$ cat config.mk
export PLATFORM = sky130hd
export DESIGN_NAME = am_ramp_modulator
export DESIGN_NICKNAME = d
export VERILOG_FILES = /design/src/rtl/am_ramp_modulator.sv
export SDC_FILE = /design/constraint.sdc
export NUM_CORES = 1
export LEC_CHECK = 0
export ABC_AREA = 1
export BUFFER_PORTS_ARGS = -buffer_cell sky130_fd_sc_hd__buf_2
export CAP_MARGIN = 25
export CORE_ASPECT_RATIO = 0.6
export CORE_MARGIN = 2
export CORE_UTILIZATION = 57
export DETAILED_ROUTE_END_ITERATION = 16
export PLACE_DENSITY_LB_ADDON = 0.25
export SYNTH_ARGS = -nofsm -noshare
export SYNTH_HDL_FRONTEND = slang
export SYNTH_SLANG_ARGS = --single-unit
$ cat constraint.sdc
create_clock -name clk -period 4.5 [get_ports clk]
set_clock_uncertainty 0.2 [all_clocks]
set_input_delay 0.225 -clock clk [delete_from_list [all_inputs] [get_ports clk]]
set_output_delay 0.225 -clock clk [all_outputs]
set_load 0.01 [all_outputs]
$ cat src/rtl/am_ramp_modulator.sv
// Double-sideband AM modulator with soft-ramped depth; 3-cycle latency, no backpressure (one sample per clk).
// Define AM_OVERMOD_EN for a doubled envelope gain (depth 255 ~ 200 %, phase reversal, saturation active).
module am_ramp_modulator #(
    parameter int PIPE_LAT = 3
) (
    input  logic       clk,
    input  logic       rst_n,
    input  logic       en,
    input  logic [7:0] cos_s,
    input  logic [7:0] cos_c,
    input  logic [7:0] depth,
    input  logic [7:0] ramp_step,
    output logic [7:0] am_out,
    output logic [7:0] dac_out,
    output logic       out_valid,
    output logic [1:0] state,
    output logic [7:0] depth_cur
);

`ifdef AM_OVERMOD_EN
    localparam int ENV_SHIFT = 6;
`else
    localparam int ENV_SHIFT = 7;
`endif

    typedef enum logic [1:0] {
        IDLE      = 2'd0,
        RAMP_UP   = 2'd1,
        RUN       = 2'd2,
        RAMP_DOWN = 2'd3
    } state_t;

    state_t      state_q, state_d;
    logic [7:0]  depth_q, depth_d;
    logic [8:0]  up_sum;

    assign up_sum    = {1'b0, depth_q} + {1'b0, ramp_step};
    assign state     = state_q;
    assign depth_cur = depth_q;

    always_ff @(posedge clk or negedge rst_n) begin
        if (!rst_n) begin
            state_q <= IDLE;
            depth_q <= '0;
        end else begin
            state_q <= state_d;
            depth_q <= depth_d;
        end
    end

    // en is tested before ramp completion so a toggle always wins
    always_comb begin
        state_d = state_q;
        depth_d = depth_q;
        case (state_q)
            IDLE: begin
                depth_d = '0;
                if (en) state_d = RAMP_UP;
            end
            RAMP_UP: begin
                if (!en) begin
                    state_d = RAMP_DOWN;
                end else if (ramp_step == 8'd0 || up_sum >= {1'b0, depth}) begin
                    depth_d = depth;
                    state_d = RUN;
                end else begin
                    depth_d = up_sum[7:0];
                end
            end
            RUN: begin
                depth_d = depth;
                if (!en) state_d = RAMP_DOWN;
            end
            RAMP_DOWN: begin
                if (en) begin
                    state_d = RAMP_UP;
                end else if (ramp_step == 8'd0 || depth_q <= ramp_step) begin
                    depth_d = '0;
                    state_d = IDLE;
                end else begin
                    depth_d = depth_q - ramp_step;
                end
            end
            default: begin
                state_d = IDLE;
                depth_d = '0;
            end
        endcase
    end

    // S1: centred modulator times applied depth
    logic signed [8:0]  mod_s;
    logic signed [16:0] mod_ext, depth_ext, prod1;
    logic signed [16:0] p1;
    logic signed [7:0]  c1;

    assign mod_s     = $signed({1'b0, cos_s}) - 9'sd128;
    assign mod_ext   = {{8{mod_s[8]}}, mod_s};
    assign depth_ext = {9'd0, depth_q};
    assign prod1     = mod_ext * depth_ext;

    // S2: envelope around unity (256) times carrier
    logic signed [16:0] env;
    logic signed [18:0] env_ext, c1_ext, prod2;
    logic signed [18:0] p2;

    assign env     = 17'sd256 + (p1 >>> ENV_SHIFT);
    assign env_ext = {{2{env[16]}}, env};
    assign c1_ext  = {{11{c1[7]}}, c1};
    assign prod2   = c1_ext * env_ext;

    // S3: rescale and clamp to the 8-bit signed range
    logic signed [18:0] scaled;
    logic [7:0]         sat;
    logic [7:0]         am_q;

    assign scaled = p2 >>> 9;

    always_comb begin
        sat = scaled[7:0];
        if (scaled > 19'sd127)
            sat = 8'h7F;
        else if (scaled < -19'sd128)
            sat = 8'h80;
    end

    logic [PIPE_LAT-1:0] vld_sr;

    always_ff @(posedge clk or negedge rst_n) begin
        if (!rst_n) begin
            p1     <= '0;
            c1     <= '0;
            p2     <= '0;
            am_q   <= '0;
            vld_sr <= '0;
        end else begin
            p1     <= prod1;
            c1     <= $signed(cos_c);
            p2     <= prod2;
            am_q   <= sat;
            vld_sr <= {vld_sr[PIPE_LAT-2:0], 1'b1};
        end
    end

    assign am_out    = am_q;
    assign dac_out   = {~am_q[7], am_q[6:0]};
    assign out_valid = vld_sr[PIPE_LAT-1];

endmodule

==> results of run 1 <==
layer usage:
layer	global-route usage, %	vias to the layer above	routed length [µm]
li1	-	3665	-
met1	48.96	3667	11580
met2	37.66	318	9403
met3	8.515	14	2617
met4	1.989	0	104
met5	0	-	0
sequential cells by signal (all words and copies together), names as in the netlist:
register	cells
depth_cur	8
state	2
p1	10
am_out	8
c1	8
p2	10
vld_sr	3
kinds of logic (layout without fill, tap and decap cells):
group           after synthesis  after routing
other cells                   1              1
flops                        49             49
compound gates               67             67
fa+ha+maj                   219            219
simple gates                421            421
xor+xnor                     33             33
buf+inv                     405            526
final cells by class:
cell class	instances	area, µm²	share of cell area (%)
inverters	363	1370	12.88
multi-input cells	741	6565	61.71
well taps	203	254.0	2.388
repair buffers	155	1057	9.939
clock inverters	3	33.78	0.3176
clock buffers	5	125.1	1.176
flip-flops and latches	49	1232	11.59
what timing repair did:
action                     CTS  global route
resized for setup           27            81
setup endpoints to repair    7            16
pin swaps                   11            48
hold endpoints to repair    57             0
hold buffers                 9             0
setup buffers                1             6
worst max-delay path: cells and delay by family (launching register included):
family	cells	cell delay, ns
adder cells (fa/ha/maj)	6	2.58
buffers and inverters	6	0.52
flip-flops	1	0.38
AND/OR/NAND/NOR	6	0.68
per-stage QoR:
| stage | setup TNS [ns] | setup WS (ns) | util (%) | instances | instance area [µm²] |
|---|---|---|---|---|---|
| after global routing | -0.7215 | -0.1145 | 69.40 | 1519 | 10640 |
| final | 0 | 0.01413 | 69.40 | 1519 | 10640 |
| after global placement | -0.6385 | -0.3626 | 64.46 | 1495 | 9879 |
| after detailed placement | -0.9790 | -0.3861 | 64.46 | 1495 | 9879 |
| after CTS | 0 | 0.001469 | 66.89 | 1513 | 10250 |
| after floorplan | -0.008787 | -0.008787 | - | 1195 | 8954 |
cells in the mapped netlist, types with 3 or more instances:
cell / instances / area share, %
o21bai_1: 5 / 0.42
nand2_1: 295 / 12
nor3_1: 7 / 0.39
o21a_1: 4 / 0.34
a21o_1: 3 / 0.25
dfrtp_1: 49 / 14
inv_1: 359 / 15
buf_2: 4 / 0.22
fa_1: 126 / 28
a21oi_1: 39 / 2.2
nand3_1: 42 / 2.4
ha_1: 93 / 13
nor2_1: 53 / 2.2
buf_4: 9 / 0.76
clkbuf_1: 27 / 1.1
nand4_1: 10 / 0.70
o21ai_0: 7 / 0.39
xnor2_1: 11 / 1.1
xor2_1: 22 / 2.2
worst max-delay path by stage:
stage	start	end	slack [ns]	cells after the start
2_1_floorplan	p1[15]	p2[18]	-0.009	21
3_3_place_gp	p1[15]	p2[16]	-0.36	18
3_5_place_dp	p1[15]	p2[16]	-0.39	18
4_1_cts	p1[15]	p2[15]	0.001	18
6_report	p1[15]	p2[17]	0.01	18
5_1_grt	p1[15]	p2[18]	-0.11	19
==> metrics, run 1 <==
Hold Path Origin=depth[2]; first-pass GRT wire length=37320 µm; Total Wirelength=23710 µm; number of buffers added on ports=61; diodes inserted=0; critical-path cell list=inv_2 > ha_4 > nand2_2 > inv_2 > buf_4 > fa_1 > fa_1 > fa_1 > inv_1 > fa_1 > inv_1 > ha_4 > buf_4 > nand2_4 > nor3_4 > nand4_1 > nand3_1 > nand2_1; fin crit share=99.69%; Via density=5.045; CP startpoint kind=flip-flop; Starting DRT DRC Count=~640; CTS Root Buffer Type=clkbuf_16; Max Cap Viol=0; DPL Wire Length=about 19000 µm; Tmin final=4.486 ns; Routed Antenna Nets=0; CTS H-Tree Depth=2; outcome=complete, no violations; Top FF cell, synth=dfrtp_1; multiplexer share of the synthesized area=0%; Hold Crit Class=in2reg; clock sinks=49; Die Span Y=100.8 µm; gp weighted congestion=0.9781; Post-synth EDFFs=0; cell mode on critical path=fa_1; GRT overflow=0; RSZ-0062 raised after global routing=true; fillers=1303; fmax=222.9 MHz; Crit Path Class=reg2reg; Synth Area in Compound Gates=under 10%; Post-Synth Adder-Cell Area=41.41%; num rows=35; CP endpoint kind=flip-flop; Required @ worst endpoint=4.50 ns; Final setup violation count=0; worst-margin pin slew=0.7113 ns; share of cells above drive strength 1=20.21%; post-synthesis xor/xnor area fraction=3.247%; Syn Area/Cell=7.449 µm²; # IOs=62; fin nets=1569; Pre-antenna DRT Iters=5; r2r endpoint=p2[17]; Syn Std Cell Area=8901 µm²; vias in the first global route=approximately 7300; slowest CP cell=fa_1; flop2flop setup slack=roughly 0.014 ns; hold path endpoint=depth_cur[2]; Worst-Skew Late Latency=0.31 ns; Simple-Gate Fraction of Synth Area=19.30%; core box area=15330 µm²; DRC Markers=0; Slew Viols, Final=0; most common cell after layout, fill and taps aside=inv_1; crit-path max cell delay=around 0.57 ns; CTS max path bufs=2; Area Growth Syn to Fin=19.51%; Relative slew margins=52.58%; Total GRT Usage=between 20% and 30%; Post-synth ARST share=100.0%; synth unique cells=39; Synth Register Bits=49; FF-to-FF path depth=18; post-synthesis cell count=1195; CTS tree=done; worst hold slack=0.1181 ns; Starting Density=about 58%; Mapped Nets=1449; via count=about 7700; most frequent cells in the layout=inv_1 (338), nand2_1 (278), fa_1 (123), buf_4 (81), ha_1 (78); post-synthesis sequential area ratio=between 10% and 20%; WL/cell=15.61 µm; largest family of logic cells by synthesized area=adder cells; Die W=165.3 µm; yosys warns=0; pin count of the biggest net entering global routing=50; initial antenna violation count=0; TritonCTS Buffers=5; crit-path max FO=5; Die ar.=16660 µm²; R2R Path Start=p1[15]; Reg clk slew, reported paths=0.09 ns; worst hold stages=7; crit path DAT=4.48 ns; Hold Fails Final Rpt=0
Power of run 1 is not shown: default switching activity piles up to over one toggle a cycle in this logic, so the estimate is an artifact.
==> inputs of run 2 (changes only) <==
--- a/config.mk
+++ b/config.mk
@@ -13,6 +13,7 @@
 export CORE_UTILIZATION = 57
 export DETAILED_ROUTE_END_ITERATION = 16
 export PLACE_DENSITY_LB_ADDON = 0.25
+export SETUP_SLACK_MARGIN = 0.3
 export SYNTH_ARGS = -nofsm -noshare
 export SYNTH_HDL_FRONTEND = slang
 export SYNTH_SLANG_ARGS = --single-unit
==> metrics, run 2 (synthesized netlist as in run 1, its figures left out) <==
crit-path max FO=8; Final setup violation count=0; # IOs=62; DPL Wire Length=17660 µm; Die W=roughly 170 µm; Max Cap Viol=0; first-pass GRT wire length=35670 µm; gp weighted congestion=1.016; slowest CP cell=fa_2; num rows=35; Hold Crit Class=in2reg; pin count of the biggest net entering global routing=50; Total GRT Usage=27.64%; Starting Density=58.07%; most common cell after layout, fill and taps aside=inv_1; CP startpoint kind=flip-flop; CTS Root Buffer Type=clkbuf_16; via count=between 7000 and 8000; most frequent cells in the layout=inv_1 (326), nand2_1 (268), fa_1 (122), ha_1 (74), buf_2 (61); Required @ worst endpoint=4.49 ns; share of cells above drive strength 1=21.66%; Pre-antenna DRT Iters=5; Via density=4.973; Regs by FF count=p1 x10, p2 x10; crit-path max cell delay=0.60 ns; RSZ-0062 raised after global routing=true; Die Span Y=roughly 100 µm; DRC Markers=0; vias in the first global route=7152; Tmin final=4.365 ns; worst-margin pin slew=approximately 0.7 ns; clock sinks=49; Area Growth Syn to Fin=20.04%; Hold Fails Final Rpt=0; CTS tree=done; WL/cell=14.54 µm; CTS max path bufs=2; outcome=complete, no violations; Reg clk slew, reported paths=about 0.070 ns; Relative slew margins=52.79%; Die ar.=~17000 µm²; CTS H-Tree Depth=2; GRT overflow=0; Core Util, Final=69.71%; Worst-Skew Late Latency=0.30 ns; critical-path cell list=inv_2 > ha_4 > nand2_2 > inv_2 > fa_2 > inv_4 > fa_1 > inv_1 > fa_1 > inv_1 > fa_1 > inv_2 > ha_4 > nand2_4 > nor3_4 > nand4_1 > nand3_1 > nand2_1; Setup TNS Final=0 ns; Routed Antenna Nets=0; TritonCTS Buffers=5; Starting DRT DRC Count=about 500; CP endpoint kind=flip-flop; initial antenna violation count=0; Slew Viols, Final=0; diodes inserted=0; number of buffers added on ports=between 60 and 70; fmax=229.1 MHz; core box area=15330 µm²; Total Wirelength=21690 µm; fin nets=1541; Crit Path Class=reg2reg; crit path DAT=4.36 ns; fin crit share=97.01%
==> run 2: cell types whose count changed in the layout (fill, tap and decap cells not counted), sizes merged <==
| cell | change |
|---|---|
| clkbuf | +1 |
| buf | -28 |
| clkinvlp | +1 |
| bufinv | +1 |
| clkinv | -3 |
==> run 2: final cells by class <==
| cell class | count | area (µm²) |
|---|---|---|
| Tap cell | 203 | 254.0 |
| Fill cell | 1189 | 4642 |
| Clock inverter | 2 | 37.54 |
| Clock buffer | 6 | 138.9 |
| Inverter | 363 | 1380 |
| Multi-Input combinational cell | 741 | 6748 |
| Sequential cell | 49 | 1245 |
| Timing Repair Buffer | 127 | 882.1 |
==> run 2: worst paths after layout <==
check                      slack [ns]      start      endpoint  cells after the start
setup / recovery                 0.13     p1[15]        p2[17]                     18
setup reg to reg                 0.13     p1[15]        p2[17]                     18
hold / removal                   0.14   depth[6]  depth_cur[6]                      7
min in group asynchronous        0.37      rst_n         p2[9]                      3
hold reg to reg                  0.15  vld_sr[0]     vld_sr[1]                      0
max in group asynchronous        3.21      rst_n  depth_cur[1]                      3
==> run 2: per-stage QoR <==
| stage | setup WS [ns] | hold slack (ns) | std cells | instance area, µm² |
|---|---|---|---|---|
| 2_1_floorplan | 0.2481 | -0.2706 | 1195 | 9146 |
| 3_3_place_gp | -0.1093 | 0.1333 | 1434 | 9587 |
| 3_5_place_dp | -0.1528 | 0.1343 | 1434 | 9587 |
| 4_1_cts | 0.1390 | 0.1289 | 1469 | 10150 |
| 5_1_grt | -0.009380 | 0.1615 | 1491 | 10690 |
| 6_report | 0.1345 | 0.1446 | 1491 | 10690 |
==> run 2: critical path: cells and delay by family (launching register included) <==
family	cells	cell delay, ns
adder cells (fa/ha/maj)	6	2.55
AND/OR/NAND/NOR	6	0.85
flip-flops	1	0.37
buffers and inverters	6	0.30
==> run 2: routing by layer <==
| layer | routed length [µm] | GRT usage (%) | vias to the layer above |
|---|---|---|---|
| li1 | - | - | 3611 |
| met1 | 10890 | 45.02 | 3504 |
| met2 | 8280 | 36.47 | 279 |
| met3 | 2290 | 8.433 | 20 |
| met4 | 223 | 3.382 | 0 |
| met5 | 0 | 0 | - |
==> run 2: what timing repair did <==
| action | 4_1_cts | 5_1_grt |
|---|---|---|
| resized for setup | 42 | 100 |
| endpoints found under the setup margin | 15 | 18 |
| cloned | 0 | 0 |
| hold buffers | 9 | 0 |
| setup buffers | 18 | 22 |
| hold endpoints to repair | 57 | 0 |
| pin swaps | 30 | 76 |
Power of run 2 is left out for the same reason.
